===== config.mk =====
export PLATFORM = sky130hd
export DESIGN_NAME = bcd_modn_counter_flat
export DESIGN_NICKNAME = d
export VERILOG_FILES = /design/src/rtl/bcd_cnt_pkg.sv /design/src/rtl/bcd_modn_counter_if.sv /design/src/rtl/bcd_digit.sv /design/src/rtl/bcd_modn_counter.sv /design/src/flat_wrapper.sv
export SDC_FILE = /design/constraint.sdc
export NUM_CORES = 1
export LEC_CHECK = 0
export CORE_MARGIN = 1
export CORE_UTILIZATION = 33
export DETAILED_ROUTE_END_ITERATION = 7
export GPL_TIMING_DRIVEN = 0
export PLACE_DENSITY = 0.59
export REMOVE_ABC_BUFFERS = 1
export SLEW_MARGIN = 0
export SYNTH_ARGS = -nofsm -noshare
export SYNTH_HDL_FRONTEND = slang
export SYNTH_SLANG_ARGS = --single-unit

===== constraint.sdc =====
create_clock -name clk -period 3.2 [get_ports clk]
set_input_delay 0.48 -clock clk [delete_from_list [all_inputs] [get_ports clk]]
set_output_delay 0.48 -clock clk [all_outputs]
set_load 0.01 [all_outputs]

===== src/rtl/bcd_cnt_pkg.sv =====
// Shared constants, types and elaboration helpers for the BCD modulo-N counter.
// Contents: BCD_W digit width, bcd_digit_t, pow10() and int_to_bcd() used only
// for parameter checks and constant generation.
package bcd_cnt_pkg;

   localparam int unsigned BCD_W      = 4;
   localparam int unsigned MAX_DIGITS = 4;
   localparam int unsigned MAX_W      = BCD_W * MAX_DIGITS;

   typedef logic [BCD_W-1:0] bcd_digit_t;

   // 10**n, used to bound MODULUS against the digit count.
   function automatic int unsigned pow10(input int unsigned n);
      int unsigned r;
      r = 1;
      for (int unsigned i = 0; i < n; i++) r = r * 10;
      return r;
   endfunction

   // Integer to packed BCD, digit 0 in bits [3:0]; evaluated at elaboration only.
   function automatic logic [MAX_W-1:0] int_to_bcd(input int unsigned val);
      logic [MAX_W-1:0] res;
      int unsigned      v;
      res = '0;
      v   = val;
      for (int unsigned i = 0; i < MAX_DIGITS; i++) begin
         res[i*BCD_W +: BCD_W] = BCD_W'(v % 10);
         v = v / 10;
      end
      return res;
   endfunction

endpackage


===== src/rtl/bcd_modn_counter_if.sv =====
// Control/data bundle for bcd_modn_counter.
// master: drives clr, load, load_val, en, up; observes q, tc, load_err.
// slave : the counter side.
interface bcd_modn_counter_if
   import bcd_cnt_pkg::*;
#(
   parameter int unsigned DIGITS = 2
) ();

   logic                    clr;
   logic                    load;
   logic [BCD_W*DIGITS-1:0] load_val;
   logic                    en;
   logic                    up;
   logic [BCD_W*DIGITS-1:0] q;
   logic                    tc;
   logic                    load_err;

   modport master (
      output clr, load, load_val, en, up,
      input  q, tc, load_err
   );

   modport slave (
      input  clr, load, load_val, en, up,
      output q, tc, load_err
   );

endinterface


===== src/rtl/bcd_digit.sv =====
// One decade cell: steps a single BCD digit up or down when step is set.
// Ports: cur (present digit), step (carry/borrow in), up (direction),
//        nxt (next digit), cout (carry on 9->0 / borrow on 0->9).
// Modulus wrap is not handled here; the top level overrides the chain.
module bcd_digit
   import bcd_cnt_pkg::*;
(
   input  bcd_digit_t cur,
   input  logic       step,
   input  logic       up,
   output bcd_digit_t nxt,
   output logic       cout
);

   always_comb begin
      nxt  = cur;
      cout = 1'b0;
      if (step) begin
         if (up) begin
            if (cur == BCD_W'(9)) begin
               nxt  = '0;
               cout = 1'b1;
            end else begin
               nxt = cur + BCD_W'(1);
            end
         end else begin
            if (cur == '0) begin
               nxt  = BCD_W'(9);
               cout = 1'b1;
            end else begin
               nxt = cur - BCD_W'(1);
            end
         end
      end
   end

endmodule


===== src/rtl/bcd_modn_counter.sv =====
// Up/down BCD counter over 0..MODULUS-1 with clear, validated load and wrap pulse.
// Ports: clk, rst (async active-high), bus (slave modport: clr, load, load_val,
//        en, up in; q, tc, load_err out -- all outputs registered).
module bcd_modn_counter
   import bcd_cnt_pkg::*;
#(
   parameter int unsigned DIGITS  = 2,
   parameter int unsigned MODULUS = 24
) (
   input logic               clk,
   input logic               rst,
   bcd_modn_counter_if.slave bus
);

   localparam int unsigned  W        = BCD_W * DIGITS;
   localparam logic [W-1:0] TERM_BCD = W'(int_to_bcd(MODULUS - 1));

   // Parameter legality
   if (DIGITS < 1 || DIGITS > MAX_DIGITS) begin : g_bad_digits
      $fatal(1, "bcd_modn_counter: DIGITS=%0d outside 1..4", DIGITS);
   end
   if (MODULUS < 2 || MODULUS > pow10(DIGITS)) begin : g_bad_modulus
      $fatal(1, "bcd_modn_counter: MODULUS=%0d outside 2..10**DIGITS", MODULUS);
   end

   logic [W-1:0]    q_q, q_d;
   logic            tc_q, tc_d;
   logic            err_q, err_d;
   logic [W-1:0]    chain_c;
   logic [DIGITS:0] cy_c;
   logic            load_ok_c;

   // Decimal increment/decrement chain; digit 0 always steps.
   assign cy_c[0] = 1'b1;
   for (genvar i = 0; i < DIGITS; i++) begin : g_dig
      bcd_digit u_dig (
         .cur  (q_q[i*BCD_W +: BCD_W]),
         .step (cy_c[i]),
         .up   (bus.up),
         .nxt  (chain_c[i*BCD_W +: BCD_W]),
         .cout (cy_c[i+1])
      );
   end

   // With every digit <= 9, packed BCD orders like the integer, so a plain
   // vector compare against the BCD terminal checks the value range.
   always_comb begin
      load_ok_c = (bus.load_val <= TERM_BCD);
      for (int unsigned i = 0; i < DIGITS; i++) begin
         if (bus.load_val[i*BCD_W +: BCD_W] > BCD_W'(9)) load_ok_c = 1'b0;
      end
   end

   // Next state: clr > load > en. A borrow out of the top digit means q was 0.
   always_comb begin
      q_d   = q_q;
      tc_d  = 1'b0;
      err_d = 1'b0;
      if (bus.clr) begin
         q_d = '0;
      end else if (bus.load) begin
         if (load_ok_c) q_d   = bus.load_val;
         else           err_d = 1'b1;
      end else if (bus.en) begin
         if (bus.up) begin
            if (q_q == TERM_BCD) begin
               q_d  = '0;
               tc_d = 1'b1;
            end else begin
               q_d = chain_c;
            end
         end else begin
            if (cy_c[DIGITS]) begin
               q_d  = TERM_BCD;
               tc_d = 1'b1;
            end else begin
               q_d = chain_c;
            end
         end
      end
   end

   // State and output registers
   always_ff @(posedge clk or posedge rst) begin
      if (rst) begin
         q_q   <= '0;
         tc_q  <= 1'b0;
         err_q <= 1'b0;
      end else begin
         q_q   <= q_d;
         tc_q  <= tc_d;
         err_q <= err_d;
      end
   end

   assign bus.q        = q_q;
   assign bus.tc       = tc_q;
   assign bus.load_err = err_q;

endmodule


===== src/flat_wrapper.sv =====
// flat-port wrapper written by rule: the top's interface ports become plain ports
module bcd_modn_counter_flat import bcd_cnt_pkg::*;
#(
   parameter int unsigned DIGITS  = 2,
   parameter int unsigned MODULUS = 24
)
  (clk, rst, bus_clr, bus_load, bus_load_val, bus_en, bus_up, bus_q, bus_tc, bus_load_err);
  bcd_modn_counter_if #(.DIGITS(DIGITS)) bus_i ();
  input logic clk;
  input logic rst;
  input wire logic [$bits(bus_i.clr)-1:0] bus_clr;
  input wire logic [$bits(bus_i.load)-1:0] bus_load;
  input wire logic [$bits(bus_i.load_val)-1:0] bus_load_val;
  input wire logic [$bits(bus_i.en)-1:0] bus_en;
  input wire logic [$bits(bus_i.up)-1:0] bus_up;
  output wire logic [$bits(bus_i.q)-1:0] bus_q;
  output wire logic [$bits(bus_i.tc)-1:0] bus_tc;
  output wire logic [$bits(bus_i.load_err)-1:0] bus_load_err;
  assign bus_i.clr = bus_clr;
  assign bus_i.load = bus_load;
  assign bus_i.load_val = bus_load_val;
  assign bus_i.en = bus_en;
  assign bus_i.up = bus_up;
  assign bus_q = bus_i.q;
  assign bus_tc = bus_i.tc;
  assign bus_load_err = bus_i.load_err;
  bcd_modn_counter #(.DIGITS(DIGITS), .MODULUS(MODULUS)) u_core (.clk(clk), .rst(rst), .bus(bus_i));
endmodule

==> results.sh, run 1 <==
export IMPL_critical_path_slowest_cell="clkdlybuf4s50_1"
export IMPL_finalWirelength_mm=2.29
export IMPL_path_clk_slew_ns=0.07
export IMPL_multiInputGateArea_um2=588
export IMPL_cts_hold_buffers=0
export IMPL_routed_via_density=5.82
export IMPL_synth_top_flop_cell="dfrtp_1"
export IMPL_post_synth_top_area_cell="dfrtp_1"
export IMPL_rsz0062_at_grt="false"
export IMPL_core_mm2=0.00254
export IMPL_fill_cells=261
export IMPL_hold_viol_final=0
export IMPL_grt_total_usage_pct=16.5
export IMPL_grt_first_pass_wirelength_mm=3.68
export IMPL_htreeDepth=1
export IMPL_worstPathRequired_ns=3.35
export IMPL_synth_area_um2=915
export IMPL_antenna_diode_count=0
export IMPL_synth_edf_count=0
export IMPL_globalRouteMet1Util_pct=24.0
export IMPL_timing_critical_path_slowest_cell_delay_ns=0.76
export IMPL_achievable_frequency_ghz=0.370
export IMPL_die_height_um=54.6
export IMPL_slew_headroom_pct=54.3
export IMPL_synth_distinct_cells=47
export IMPL_floorplan_initialDensity_pct=35.9
export IMPL_clock_tree_root_cell="clkbuf_4"
export IMPL_grt_ovfl_total=0
export IMPL_critical_path_reg2reg_endpoint="u_core.bus.q[4]$_DFFE_PP0P_"
export IMPL_place_gp_congestion=0.769
export IMPL_r2r_slack_ns=0.89
export IMPL_p_leak_nw=0.438
export IMPL_area_growth_syn_to_layout_pct=26.9
export IMPL_die_x_um=54.6
export IMPL_syn_mean_instance_area_um2=7.82
export IMPL_firstDrtPassIters=5
export IMPL_async_flop_share_pct=100
export IMPL_pin_count_of_the_biggest_net_entering_global_routing=22
export IMPL_final_layout_size_suffix_gt1_share_pct=7.63
export IMPL_power_per_cell_area_mw_per_mm2=339
export IMPL_cts_repair_timing_setup_buffer_count=0
export IMPL_synth_top_cells_by_count="dfrtp_1, a21oi_1, clkbuf_1"
export IMPL_cp_cell_sequence="clkdlybuf4s50_1 > or4_4 > a211o_1 > nand3_2 > o22ai_2 > a221o_1"
export IMPL_min_period_ns=2.70
export IMPL_clkLatencyLatePin_ns=0.26
export IMPL_die_area_mm2=0.00299
export IMPL_path_delay_family="compound AO/OA/AOI/OAI gates"
export IMPL_finalMaxSlewViolations=0
export IMPL_worst_clock_skew_ns=0.00410
export IMPL_yosys_top_cell_area_share_pct=27.4
export IMPL_final_period_utilization_pct=84.4
export IMPL_synth_most_common_cell="dfrtp_1"
export IMPL_post_dp_hpwl_mm=1.63
export IMPL_synth_top_cells_by_area="dfrtp_1, a21oi_1, clkbuf_1"
export IMPL_area_sequential_um2=250
export IMPL_worst_path_max_fanout=21
export IMPL_timing_worst_setup_path_type="in2reg"
export IMPL_worst_ep_arrival_ns=2.85
export IMPL_drt_drc_violations_left=0
export IMPL_grtUsageMet2_pct=26.1
export IMPL_post_route_util_pct=45.6
export IMPL_worst_r2r_path_depth=5
export IMPL_critical_path_reg2reg_startpoint="u_core.bus.q[0]$_DFFE_PP0P_"
export IMPL_cts_tree="yes"
export IMPL_max_clock_path_buffers=2
export IMPL_whs_ns=0.486
export IMPL_cts_resized_gates=0
export IMPL_total_via_count_after_detailed_routing=937
export IMPL_drt_first_iter_violations=23
export IMPL_wl_per_cell_um=14.2
export IMPL_setup_worst_path_end_class="register"
export IMPL_setup_tns_ns=0
export IMPL_final_setup_viols=0
export IMPL_placement_rows=18
export IMPL_clkSinkCount=10
export IMPL_worst_path_buf_inv=1
export IMPL_layout_setup_ws_ns=0.500
export IMPL_grt_antenna_before_repair=0
export IMPL_placement_io_buffers=23
export IMPL_vdd_ir_drop_max_v=0.000169
export IMPL_io_pin_count=24
export IMPL_min_delay_path_class="in2async"
export IMPL_grt_busiest_layer="met2"
export IMPL_critPathLaunchType="input port"
export IMPL_cts_buffers=3
export IMPL_timing_max_cap_violations=0
export IMPL_finish_net_count=146
export IMPL_worstMarginPinSlew_ns=0.683
export IMPL_synth_cells=117
export IMPL_drtAntennaViolNets=0
export IMPL_groute_layer_met3_usage_pct=1.94
export IMPL_yosysSeqAreaShare_pct=27.4
export IMPL_yosys_register_bits=10
export IMPL_first_global_vias=807
export IMPL_dpl_worst_slack_ns=0.232
export IMPL_yosys_warnings=0
export IMPL_status="finished clean"
flip-flops by register name (all words and copies together), names as in the netlist:
register,cells
u_core.bus.load_err,1
u_core.bus.tc,1
u_core.bus.q,8
metal layers:
layer | share of wire [%] | up-vias
met1 | 51 | 441
met3 | 3.9 | 0
li1 | - | 468
met4 | 0 | 0
met5 | 0 | -
met2 | 45 | 28
per-stage QoR:
stage | instances | power, W | area [um^2]
6_report | 161 | 0.000393 | 1160
4_1_cts | 161 | 0.000396 | 1160
5_1_grt | 161 | 0.000418 | 1160
3_5_place_dp | 157 | 0.000281 | 1120
3_3_place_gp | 157 | 0.000280 | 1120
2_1_floorplan | 104 | 0.000225 | 857
cells by family (layout without fill, tap and decap cells):
kind of cell | Yosys count | in the layout | synth area share [%]
AO/OA/AOI/OAI | 40 | 40 | 31.3
XOR/XNOR | 3 | 3 | 2.87
buffers and inverters | 18 | 32 | 8.34
flip-flops | 10 | 10 | 27.4
multiplexers | 1 | 1 | 1.23
AND/OR/NAND/NOR | 45 | 45 | 28.9
cell type report:
| class | count | share of cell area (%) |
|---|---|---|
| multi-input combinational | 89 | 50.6 |
| sequential | 10 | 21.6 |
| timing repair buffer | 23 | 19.8 |
| tap | 30 | 3.23 |
| clock buffer | 4 | 3.13 |
| inverter | 5 | 1.62 |
where the power goes:
part | internal [W] | total (W) | leakage [nW] | switching (W)
Sequential | 0.000133 | 0.000157 | 0.136 | 0.0000235
Clock | 0.0000690 | 0.000114 | 0.0210 | 0.0000446
Combinational | 0.0000664 | 0.000123 | 0.281 | 0.0000563
Total | 0.000269 | 0.000393 | 0.438 | 0.000124
placed cells by master (no fill, tap or decap), types with 2 or more instances in the layout:
cell / instances
a21o_1: 2
a21oi_1: 9
a221o_1: 3
a221oi_1: 2
a22o_1: 3
a31oi_1: 2
clkbuf_4: 3
clkdlybuf4s50_1: 23
dfrtp_1: 10
inv_1: 5
nand2_1: 5
nand2b_1: 4
nand3_1: 3
nand3b_1: 2
nand4_1: 2
nor2_1: 6
nor2b_1: 2
nor3_1: 6
nor3b_1: 2
nor4_1: 2
o211ai_1: 2
o21ai_0: 6
or3_1: 2
or4_1: 2
xor2_1: 2
worst max path at each step:
stage                           startpoint                          end  slack (ns)  depth (start not counted)
2_1_floorplan  u_core.bus.q[0]$_DFFE_PP0P_  u_core.bus.q[4]$_DFFE_PP0P_        1.08                          5
3_3_place_gp                        bus_up  u_core.bus.q[4]$_DFFE_PP0P_        0.26                          6
3_5_place_dp                        bus_up  u_core.bus.q[4]$_DFFE_PP0P_        0.23                          6
4_1_cts                             bus_up  u_core.bus.q[4]$_DFFE_PP0P_        0.51                          6
5_1_grt                             bus_up  u_core.bus.q[5]$_DFFE_PP0P_        0.39                          6
6_report                            bus_up  u_core.bus.q[4]$_DFFE_PP0P_        0.50                          6
(Power assumes the default switching activity.)
==> run 2, diff against run 1 <==
--- a/config.mk
+++ b/config.mk
@@ -9,7 +9,7 @@
 export CORE_UTILIZATION = 33
 export DETAILED_ROUTE_END_ITERATION = 7
 export GPL_TIMING_DRIVEN = 0
-export PLACE_DENSITY = 0.59
+export PLACE_DENSITY = 0.61
 export REMOVE_ABC_BUFFERS = 1
 export SLEW_MARGIN = 0
 export SYNTH_ARGS = -nofsm -noshare
==> constraint.sdc (replaced) <==
create_clock -name clk -period 2.2 [get_ports clk]
set_input_delay 0.33 -clock clk [delete_from_list [all_inputs] [get_ports clk]]
set_output_delay 0.33 -clock clk [all_outputs]
set_load 0.01 [all_outputs]
==> run 2 against run 1 <==
Cell count grew 1.9%. Design area grew 2.6%. Critical endpoint unchanged. Clock power grew 46%. Non-clock buffer count grew 3. Core utilization grew 1.2 points. Clock skew is essentially flat.
==> results.sh, run 2 (synthesis results as in run 1) <==
export IMPL_placement_rows=18
export IMPL_first_global_vias=842
export IMPL_grt_antenna_before_repair=0
export IMPL_final_cell_mix="clkdlybuf4s50_1, a21oi_1, dfrtp_1"
export IMPL_firstDrtPassIters=4
export IMPL_status="finished clean"
export IMPL_die_area_mm2=0.00299
export IMPL_antenna_diode_count=0
export IMPL_worstMarginPinSlew_ns=0.446
export IMPL_routed_via_density=5.85
export IMPL_placement_io_buffers=23
export IMPL_worst_ep_arrival_ns=2.31
export IMPL_min_period_ns=2.15
export IMPL_critical_path_endpoint="u_core.bus.q[4]$_DFFE_PP0P_"
export IMPL_place_gp_congestion=0.816
export IMPL_pin_count_of_the_biggest_net_entering_global_routing=22
export IMPL_layout_commonest_cell="clkdlybuf4s50_1"
export IMPL_htreeDepth=1
export IMPL_critical_path_reg2reg_startpoint="u_core.bus.q[0]$_DFFE_PP0P_"
export IMPL_total_via_count_after_detailed_routing=959
export IMPL_cts_tree="yes"
export IMPL_achievable_frequency_ghz=0.464
export IMPL_grt_first_pass_wirelength_mm=3.64
export IMPL_clkSinkCount=10
export IMPL_setup_worst_path_end_class="register"
export IMPL_final_period_utilization_pct=98.0
export IMPL_worst_path_max_fanout=10
export IMPL_clkLatencyLatePin_ns=0.26
export IMPL_drt_first_iter_violations=19
export IMPL_finalWirelength_mm=2.42
export IMPL_grt_total_usage_pct=16.7
export IMPL_critical_path_slowest_cell="or4_4"
export IMPL_worst_clock_skew_ns=0.00394
export IMPL_critical_path_reg2reg_endpoint="u_core.bus.q[4]$_DFFE_PP0P_"
export IMPL_io_pin_count=24
export IMPL_grt_ovfl_total=0
export IMPL_largest_reg_flops=8
export IMPL_final_layout_size_suffix_gt1_share_pct=13.4
export IMPL_worstPathRequired_ns=2.35
export IMPL_timing_max_cap_violations=0
export IMPL_path_clk_slew_ns=0.07
export IMPL_wl_per_cell_um=14.8
export IMPL_p_leak_nw=0.451
export IMPL_die_height_um=54.6
export IMPL_timing_worst_setup_path_type="reg2reg"
export IMPL_clock_tree_root_cell="clkbuf_4"
export IMPL_setup_worst_path_start="u_core.bus.q[0]$_DFFE_PP0P_"
export IMPL_r2r_slack_ns=0.05
export IMPL_core_mm2=0.00254
export IMPL_finish_net_count=149
export IMPL_post_layout_nonfiller_instances=164
export IMPL_whs_ns=0.332
export IMPL_max_clock_path_buffers=2
export IMPL_critPathLaunchType="register"
export IMPL_die_x_um=54.6
export IMPL_hold_viol_final=0
export IMPL_finalMaxSlewViolations=0
export IMPL_cp_cell_sequence="or4_4 > a211o_1 > nand3_2 > o22ai_2 > a221o_1"
export IMPL_timing_critical_path_slowest_cell_delay_ns=0.55
export IMPL_slew_headroom_pct=70.3
export IMPL_fill_cells=248
export IMPL_final_setup_viols=0
export IMPL_rsz0062_at_grt="false"
export IMPL_drt_drc_violations_left=0
export IMPL_place_detailed_instances=157
export IMPL_cts_buffers=3
export IMPL_worst_r2r_path_depth=5
export IMPL_post_dp_hpwl_mm=1.65
export IMPL_power_per_cell_area_mw_per_mm2=492
export IMPL_floorplan_initialDensity_pct=35.9
export IMPL_drtAntennaViolNets=0
export IMPL_power_total_w=0.000586
export IMPL_vdd_ir_drop_max_v=0.000260
export IMPL_area_growth_syn_to_layout_pct=30.2
export IMPL_min_delay_path_class="in2async"
[run 2: cell count changes in the layout (fill, tap and decap cells not counted)]
cell and delta:
dfrtp_2 +2, a221oi_2 +1, clkdlybuf4s50_1 -1, buf_4 +3
dfrtp_4 +1, clkbuf_2 +1, dfrtp_1 -3, a221oi_1 -1
[run 2: where the power goes]
group / switching, W / total [W] / internal (W)
Clock: 0.0000663 / 0.000167 / 0.000100
Combinational: 0.0000898 / 0.000192 / 0.000102
Sequential: 0.0000314 / 0.000227 / 0.000196
Total: 0.000187 / 0.000586 / 0.000398
[run 2: layer usage]
metal / share of wire [%] / track usage [%]
met5: 0 / 0
met4: 0 / 4.70
met3: 2.3 / 0.833
met2: 51 / 28.1
met1: 47 / 22.9
[run 2: critical path, delay by kind of cell (launching register included)]
kind,cells,cell delay [ns]
AO/OA/AOI/OAI,3,0.82
AND/OR/NAND/NOR,2,0.68
flip-flops,1,0.53
[run 2: what timing repair did]
item / 4_1_cts / 5_1_grt
resized for setup: 2 / 6
setup buffers: 0 / 3
setup endpoints to repair: 6 / 2
hold buffers: 0 / 0
[run 2: cell type report]
| class | count | area [um^2] | area share [%] |
|---|---|---|---|
| repair buffers | 26 | 248 | 20.8 |
| clock buffers | 4 | 36.3 | 3.05 |
| well taps | 30 | 37.5 | 3.15 |
| inverters | 5 | 18.8 | 1.58 |
| multi-input cells | 89 | 594 | 49.9 |
| flip-flops and latches | 10 | 256 | 21.5 |
[run 2: metrics by stage]
step	TNS (ns)	setup WS, ns	util (%)	area (um^2)
after floorplan	0	0.0822	-	857
after global placement	-2.97	-0.558	44.2	1120
after detailed placement	-3.35	-0.620	44.2	1120
after CTS	0	0.00681	45.6	1160
after global routing	0	0.00690	46.8	1190
final	0	0.0450	46.8	1190
[run 2: how the worst min path moves through the flow]
| stage | startpoint | to | slack, ns | depth (start not counted) |
|---|---|---|---|---|
| after global placement | rst | u_core.bus.load_err$_DFF_PP0_ | 0.62 | 2 |
| after CTS | rst | u_core.bus.q[4]$_DFFE_PP0P_ | 0.35 | 2 |
| after detailed placement | rst | u_core.bus.load_err$_DFF_PP0_ | 0.63 | 2 |
| after global routing | rst | u_core.bus.q[4]$_DFFE_PP0P_ | 0.37 | 2 |
| after floorplan | rst | u_core.bus.load_err$_DFF_PP0_ | 0.17 | 1 |
| final | rst | u_core.bus.q[4]$_DFFE_PP0P_ | 0.33 | 2 |
